--- config.mk ---
export PLATFORM = sky130hd
export DESIGN_NAME = data_memory_stage
export DESIGN_NICKNAME = d
export VERILOG_FILES = /design/src/rtl/data_memory_stage.sv
export SDC_FILE = /design/constraint.sdc
export NUM_CORES = 1
export LEC_CHECK = 0
export CAP_MARGIN = 20
export CELL_PAD_IN_SITES_DETAIL_PLACEMENT = 0
export CELL_PAD_IN_SITES_GLOBAL_PLACEMENT = 1
export CORE_MARGIN = 3
export CORE_UTILIZATION = 45
export CTS_CLUSTER_DIAMETER = 50
export CTS_CLUSTER_SIZE = 12
export DETAILED_ROUTE_END_ITERATION = 10
export PLACE_DENSITY_LB_ADDON = 0.1
export SLEW_MARGIN = 20
export SYNTH_ARGS = -nofsm -noshare
export SYNTH_HDL_FRONTEND = slang
export SYNTH_SLANG_ARGS = --single-unit
--- constraint.sdc ---
create_clock -name clk -period 2 [get_ports clk]
set_input_delay 0.4 -clock clk [delete_from_list [all_inputs] [get_ports clk]]
set_output_delay 0.4 -clock clk [all_outputs]
set_load 0.005 [all_outputs]
--- src/rtl/data_memory_stage.sv ---
// -----------------------------------------------------------------------------
// data_memory_stage
//
// Memory-access pipeline stage that sits directly in front of write-back.
// It takes the execute-stage result and either passes it straight through,
// stores b_ex into a small register-file RAM, or loads a word from that RAM.
// The chosen value is registered as mux_ans_dm together with the destination
// tag and write-enable that travel with it. Latency is one clock.
//
// Ports:
//   clk        in   1       rising-edge stage clock
//   reset      in   1       synchronous active-high; clears outputs and RAM
//   valid_ex   in   1       execute-stage instruction valid
//   ans_ex     in   DATA_W  ALU result; low ADDR_W bits are the RAM address
//   b_ex       in   DATA_W  store data
//   mem_en_ex  in   1       instruction accesses memory
//   mem_wr_ex  in   1       1 = store, 0 = load (when mem_en_ex = 1)
//   rd_ex      in   RD_W    destination register tag
//   wb_en_ex   in   1       instruction writes the register file
//   stall      in   1       hold all state (reset still wins)
//   mux_ans_dm out  DATA_W  selected result to write-back
//   rd_dm      out  RD_W    destination tag to write-back
//   wb_en_dm   out  1       register write enable to write-back
//   valid_dm   out  1       output register holds a valid instruction
// -----------------------------------------------------------------------------
module data_memory_stage #(
    parameter int DATA_W = 8,
    parameter int ADDR_W = 4,
    parameter int DEPTH  = 16,
    parameter int RD_W   = 3
) (
    input  logic              clk,
    input  logic              reset,
    input  logic              valid_ex,
    input  logic [DATA_W-1:0] ans_ex,
    input  logic [DATA_W-1:0] b_ex,
    input  logic              mem_en_ex,
    input  logic              mem_wr_ex,
    input  logic [RD_W-1:0]   rd_ex,
    input  logic              wb_en_ex,
    input  logic              stall,
    output logic [DATA_W-1:0] mux_ans_dm,
    output logic [RD_W-1:0]   rd_dm,
    output logic              wb_en_dm,
    output logic              valid_dm
);

    logic [DATA_W-1:0] r_ram [DEPTH];

    logic [DATA_W-1:0] r_mux_ans_p1;
    logic [RD_W-1:0]   r_rd_p1;
    logic              r_wb_en_p1;
    logic              vld_p1;

    // Upper address bits are dropped, so accesses wrap modulo DEPTH.
    logic [ADDR_W-1:0] w_addr;
    logic              w_store;
    logic              w_load;

    assign w_addr  = ans_ex[ADDR_W-1:0];
    assign w_store = valid_ex &  mem_en_ex &  mem_wr_ex;
    assign w_load  = valid_ex &  mem_en_ex & ~mem_wr_ex;

    // ---- execute -> memory/write-back boundary ----
    always_ff @(posedge clk) begin
        if (reset) begin
            // The RAM is cleared too, so an in-flight store is discarded.
            for (int i = 0; i < DEPTH; i++) begin
                r_ram[i] <= '0;
            end
            r_mux_ans_p1 <= '0;
            r_rd_p1      <= '0;
            r_wb_en_p1   <= 1'b0;
            vld_p1       <= 1'b0;
        end else if (!stall) begin
            r_rd_p1 <= rd_ex;
            vld_p1  <= valid_ex;
            if (w_store) begin
                r_ram[w_addr] <= b_ex;
                r_mux_ans_p1  <= ans_ex;
                r_wb_en_p1    <= 1'b0;
            end else if (w_load) begin
                // Reads the pre-edge contents; a store one cycle earlier is
                // already committed, so store->load forwarding is implicit.
                r_mux_ans_p1 <= r_ram[w_addr];
                r_wb_en_p1   <= wb_en_ex;
            end else if (valid_ex) begin
                r_mux_ans_p1 <= ans_ex;
                r_wb_en_p1   <= wb_en_ex;
            end else begin
                // Bubble: result keeps its last value, only enables drop.
                r_wb_en_p1 <= 1'b0;
            end
        end
    end

    assign mux_ans_dm = r_mux_ans_p1;
    assign rd_dm      = r_rd_p1;
    assign wb_en_dm   = r_wb_en_p1;
    assign valid_dm   = vld_p1;

endmodule

==> results of run 1 <==
## stage by stage
| stage | power (mW) | instances | area (sq um) | hold WS [ps] | setup TNS, ps |
|---|---|---|---|---|---|
| after floorplan | 3.77 | 486 | 6700 | 453 | 0 |
| after global placement | 4.06 | 726 | 7560 | 445 | -74170 |
| after detailed placement | 4.08 | 726 | 7560 | 470 | -77780 |
| after CTS | 7.24 | 758 | 8170 | 478 | 0 |
| after global routing | 7.42 | 758 | 8180 | 498 | 0 |
| final | 7.20 | 758 | 8180 | 469 | 0 |
## cell type report
class | count | share of cell area, %
clock buffer | 18 | 5.25
clock inverter | 14 | 2.08
inverter | 2 | 0.0918
multi-input combinational | 311 | 29.6
sequential | 141 | 50.2
tap | 180 | 2.75
timing repair buffer | 92 | 9.99
## critical path: stages
cell and delay (ps):
clkdlybuf4s50_1 470, nand2_1 100, or4_1 500, buf_6 190, nor3_4 190, or2_4 210
## synthesized netlist by cell type (3+ instances only)
cell	number
dfxtp_1	13
and2_1	128
nor2_2	8
or3_1	6
nor4_4	4
mux4_2	16
nand2_1	15
nor2b_1	4
or2_1	4
clkbuf_1	17
a221oi_1	5
or2_2	12
a31oi_1	3
nor2_1	15
buf_4	4
a21oi_1	3
o21ai_0	9
o211ai_1	11
nor3_4	4
buf_2	8
a211oi_1	14
mux2i_1	35
edfxtp_1	128
## cells by family after synthesis
family                 synth area share [%]
and+or+nand+nor                        20.4
DFF                                    61.5
muxes                                  10.6
AOI/OAI and AO/OA                      4.97
buffers and inverters                  2.51
## power breakdown
group          total, mW  internal [mW]  switching (mW)
clock               3.19           1.96            1.23
combinational      0.594          0.265           0.329
sequential          3.42           3.36          0.0632
total               7.20           5.58            1.62
## registers in the layout (all words and copies together) (netlist names)
signal and flops:
wb_en_dm 1, valid_dm 1, mux_ans_dm 8, rd_dm 3, r_ram 128
## per-layer routing
layer	wire, microns	global-route usage, %	vias up
met5	0	0	-
met1	7600	28.0	2086
met2	7980	34.1	95
met4	502	9.24	0
met3	714	5.38	32
li1	-	-	1946
## timing repair
item / CTS / global route
resized for setup: 1 / 4
pin swaps: 0 / 1
hold buffers: 0 / 0
setup endpoints to repair: 1 / 40
## worst min path at each step
stage | start | endpoint | slack (ps) | depth (start not counted)
after floorplan | valid_dm | valid_dm | 450 | 2
after global placement | valid_dm | valid_dm | 440 | 2
after detailed placement | valid_dm | valid_dm | 470 | 2
after CTS | valid_dm | valid_dm | 480 | 2
after global routing | valid_dm | valid_dm | 500 | 2
final | valid_dm | valid_dm | 470 | 2
==> flow_summary.yaml, run 1 <==
synth:
  yosysWarnings: 0
  syn_area_sq_um: 6680
  synth-main-ff-cell: "edfxtp_1"
  yosysSeqAreaShare_pct: 61.5
  ys_ff_latch: 141
  synth_area_leader_cell: "edfxtp_1"
  synth_top_area_share_pct: 57.6
  ys_types: 38
  synth_edf_count: 128
  ys_top_cells_by_area: "edfxtp_1 (58%), and2_1 (12%), mux4_2 (5.4%)"
  syn_avg_cell_area_sq_um: 13.7
  syn_nets: 512
  netlist_instances: 486
  synthArstFlopShare_pct: 0
clocking:
  cts_sinks: 141
  clk_pin_slew_ps: 60
  postCtsSetupBuffers: 0
  cts_buffers: 17
  clockRootBuffer: "clkbuf_16"
  cts_buffer_depth: 2
  insertion_delay_ps: 420
  htreeDepth: 4
  cts_tree: "done"
routing:
  wl_per_cell_microns: 22.2
  ant_nets: 0
  drtIter0Drc: 303
  avgViaCountPerCell: 5.49
  route.detailed.drc: 0
  wirelength_microns: 16800
  via_count: 4159
  dr.pass1.iters: 4
critical_path:
  critical_path_arrival_ps: 2060
  r2r_slack_ps: 490
  endpoint_kind: "flop"
  critPathKind: "input pin to flop"
  crit_end: "r_ram[12][5]"
  start_kind: "input pin"
  worstReg2RegStart: "r_ram[0][1]"
  reg2regPathDepth: 4
  rr_endpoint: "mux_ans_dm[1]"
  worstSetupStartpoint: "mem_en_ex"
  crit_required_ps: 2130
  cp_max_fo: 8
cells_and_area:
  drive_gt1_share_pct: 23.7
  area_growth_pct: 22.5
  fin_util_pct: 57.6
  multi_input_area_sq_um: 2420
  n_fill_cell: 1166
  seq_area_sq_um: 4100
  nets: 591
  layout_common_cells: "and2_1 (128), edfxtp_1 (128), buf_4 (50)"
  diodes: 0
sta:
  maxSlewViolCount: 0
  final_hold_viol_count: 0
  rsz0062_at_grt: "no"
  finalWorstSetupSlack_ps: 63.6
  skew_ps: 6.17
  worstMarginPinSlew_ps: 507
  timing.fmax_ghz: 0.516
  period_minus_slack_ps: 1940
  setup_viol: 0
  slew_headroom_pct: 66.2
  fin_crit_sh_pct: 96.8
placement:
  dpl_worst_slack_ps: -423
  hpwlAfterDp_microns: 11500
  gp_congestion: 0.800
  io_buffers: 38
pwr:
  power-per-cell-area_nw_per_um2: 881
  vdd_drop_max_v: 0.000569
  p_leak_nw: 2.97
floorplanning:
  boundaryPins: 39
  placementRows: 43
  fp.dieW_microns: 128
  die-area_sq_um: 16300
  coreArea_sq_um: 14200
  start_util_pct: 47.0
  die_height_microns: 128
grt:
  grt_pass1_wl_microns: 25200
  grt.total_usage_pct: 21.4
  grt_pass1_vias: 4287
  grt_overflow_total: 0
  antenna_found_initial: 0
  grt_max_degree: 20
run_status:
  status: "finished, final reports clean"
job:
  drv_cap: 0
worst_hold_path:
  worstHoldPathType: "flop to flop"
Note: power is estimated with default switching activity, not from simulation.
==> run 2: changes to the inputs <==
--- a/config.mk
+++ b/config.mk
@@ -5,7 +5,7 @@
 export SDC_FILE = /design/constraint.sdc
 export NUM_CORES = 1
 export LEC_CHECK = 0
-export CAP_MARGIN = 20
+export CAP_MARGIN = 30
 export CELL_PAD_IN_SITES_DETAIL_PLACEMENT = 0
 export CELL_PAD_IN_SITES_GLOBAL_PLACEMENT = 1
 export CORE_MARGIN = 3
==> results of run 2 <==
Same layout as run 1: the final DEF is identical, and so are final timing and power.
==> run 3: changes to the inputs <==
--- a/config.mk
+++ b/config.mk
@@ -8,11 +8,13 @@
 export CAP_MARGIN = 30
 export CELL_PAD_IN_SITES_DETAIL_PLACEMENT = 0
 export CELL_PAD_IN_SITES_GLOBAL_PLACEMENT = 1
+export CORE_ASPECT_RATIO = 0.5
 export CORE_MARGIN = 3
 export CORE_UTILIZATION = 45
 export CTS_CLUSTER_DIAMETER = 50
 export CTS_CLUSTER_SIZE = 12
 export DETAILED_ROUTE_END_ITERATION = 10
+export HOLD_SLACK_MARGIN = 0.02
 export PLACE_DENSITY_LB_ADDON = 0.1
 export SLEW_MARGIN = 20
 export SYNTH_ARGS = -nofsm -noshare
==> flow_summary.yaml, run 3 (synthesized netlist as in run 1, its figures left out) <==
run_status:
  status: "finished, final reports clean"
routing:
  via_count: 4152
  ant_nets: 0
  wl_met2_microns: 6540
  met1_length_microns: 8150
  route.detailed.drc: 0
  routed.top_layer: "met4"
  avgViaCountPerCell: 5.32
  dr.pass1.iters: 5
  wl_per_cell_microns: 20.6
  wl_met3_microns: 1270
  drtIter0Drc: 353
  wirelength_microns: 16100
grt:
  grt_pass1_vias: 4002
  grt_max_degree: 25
  grt_overflow_total: 0
  grt.total_usage_pct: 20.3
  antenna_found_initial: 0
  grt_pass1_wl_microns: 24000
sta:
  setup_viol: 0
  maxSlewViolCount: 0
  timing.fmax_ghz: 0.538
  rsz0062_at_grt: "no"
  worstMarginPinSlew_ps: 516
  final_hold_viol_count: 0
  period_minus_slack_ps: 1860
  finalWorstSetupSlack_ps: 141
  fin_crit_sh_pct: 93.0
  timing.hold.ws_ps: 404
  skew_ps: 9.59
  slew_headroom_pct: 65.6
floorplanning:
  coreArea_sq_um: 14000
  fp.dieW_microns: 178
  die_height_microns: 92.1
  boundaryPins: 39
  start_util_pct: 47.7
  die-area_sq_um: 16400
  placementRows: 30
critical_path:
  crit_path_cell_trace: "clkdlybuf4s50_1 -> buf_12 -> buf_4 -> nand2b_1 -> buf_12 -> nor3_4 -> or2_2"
  start_kind: "input pin"
  crit_required_ps: 2100
  critPathKind: "input pin to flop"
  critical_path_arrival_ps: 1960
  cp_common_cell: "buf_12"
  cp_top_family: "buffers and inverters"
  endpoint_kind: "flop"
  worst_path_max_delay_cell: "clkdlybuf4s50_1"
  cp_max_fo: 16
  rr_endpoint: "mux_ans_dm[1]"
  r2r_slack_ps: 520
  reg2regPathDepth: 4
  critical_path_buf_inv_count: 4
  crit_path_max_incr_delay_ps: 510
  worstReg2RegStart: "r_ram[14][1]"
pwr:
  vdd_drop_max_v: 0.000730
  power-per-cell-area_nw_per_um2: 884
  p_leak_nw: 3.10
clocking:
  cts_tree: "done"
  cts_buffers: 17
  cts_sinks: 141
  cts_buffer_depth: 2
  insertion_delay_ps: 410
  clk_pin_slew_ps: 60
  htreeDepth: 4
  clockRootBuffer: "clkbuf_16"
  ctsHoldBuffers: 0
cells_and_area:
  regMostFlops: "r_ram"
  diodes: 0
  layout_common_cells: "and2_1 (128), edfxtp_1 (128), buf_4 (59)"
  drive_gt1_share_pct: 25.5
  largest_reg_flops: 128
  n_fill_cell: 1103
  final_area_sq_um: 8330
  nets: 601
  area_growth_pct: 24.8
placement:
  dpl_worst_slack_ps: -436
  gp_congestion: 0.813
  placed_cell_area_sq_um: 7620
  hpwlAfterDp_microns: 10900
  io_buffers: 38
job:
  drv_cap: 0
worst_hold_path:
  min_to: "valid_dm"
  min_path_cells: 3
  worstHoldPathType: "input pin to flop"
  hold_start: "reset"
-- run 3: timing repair --
item | in CTS | in global routing
gates resized for setup | 2 | 13
setup endpoints to repair | 16 | 94
pin swaps | 0 | 2
buffers inserted | 0 | 4
-- run 3: worst max path at each step --
stage / startpoint / end / cells past startpoint
3_5_place_dp: mem_en_ex / r_ram[4][5] / 6
3_3_place_gp: mem_en_ex / r_ram[12][3] / 6
2_1_floorplan: ans_ex[1] / r_ram[10][0] / 6
5_1_grt: ans_ex[2] / r_ram[14][3] / 7
4_1_cts: mem_en_ex / r_ram[8][1] / 6
6_report: ans_ex[2] / r_ram[14][2] / 7
-- run 3: metal layers --
layer | global-route usage, % | up-vias
met3 | 4.09 | 11
met2 | 27.3 | 144
met5 | 0 | -
li1 | - | 1959
met1 | 32.8 | 2038
met4 | 5.25 | 0
-- run 3: tightest hold or removal path: cells and delay by family --
family / cells / cell delay [ps]
AOI/OAI and AO/OA: 1 / 40
buffers and inverters: 2 / 330
-- run 3: per-stage QoR --
stage / setup TNS (ps) / std cells / util, % / power [mW]
after CTS: 0 / 776 / 58.9 / 7.39
after global placement: -76140 / 744 / 54.5 / 4.08
after global routing: 0 / 780 / 59.5 / 7.57
final: 0 / 780 / 59.5 / 7.37
after detailed placement: -77010 / 744 / 54.5 / 4.08
after floorplan: 0 / 486 / - / 3.77
-- run 3: final cells by class --
type,count,area [sq um],area share (%)
Clock inverter,13,188,2.25
Sequential cell,141,4100,49.2
Multi-Input combinational cell,311,2430,29.2
Inverter,2,7.51,0.0901
Timing Repair Buffer,102,926,11.1
Tap cell,192,240,2.88
Clock buffer,19,433,5.20
-- run 3: where the power goes --
| group | switching, mW | leakage, nW | internal, mW |
|---|---|---|---|
| Combinational | 0.333 | 1.49 | 0.281 |
| Sequential | 0.0593 | 1.32 | 3.36 |
| Clock | 1.24 | 0.294 | 2.10 |
| Total | 1.63 | 3.10 | 5.74 |
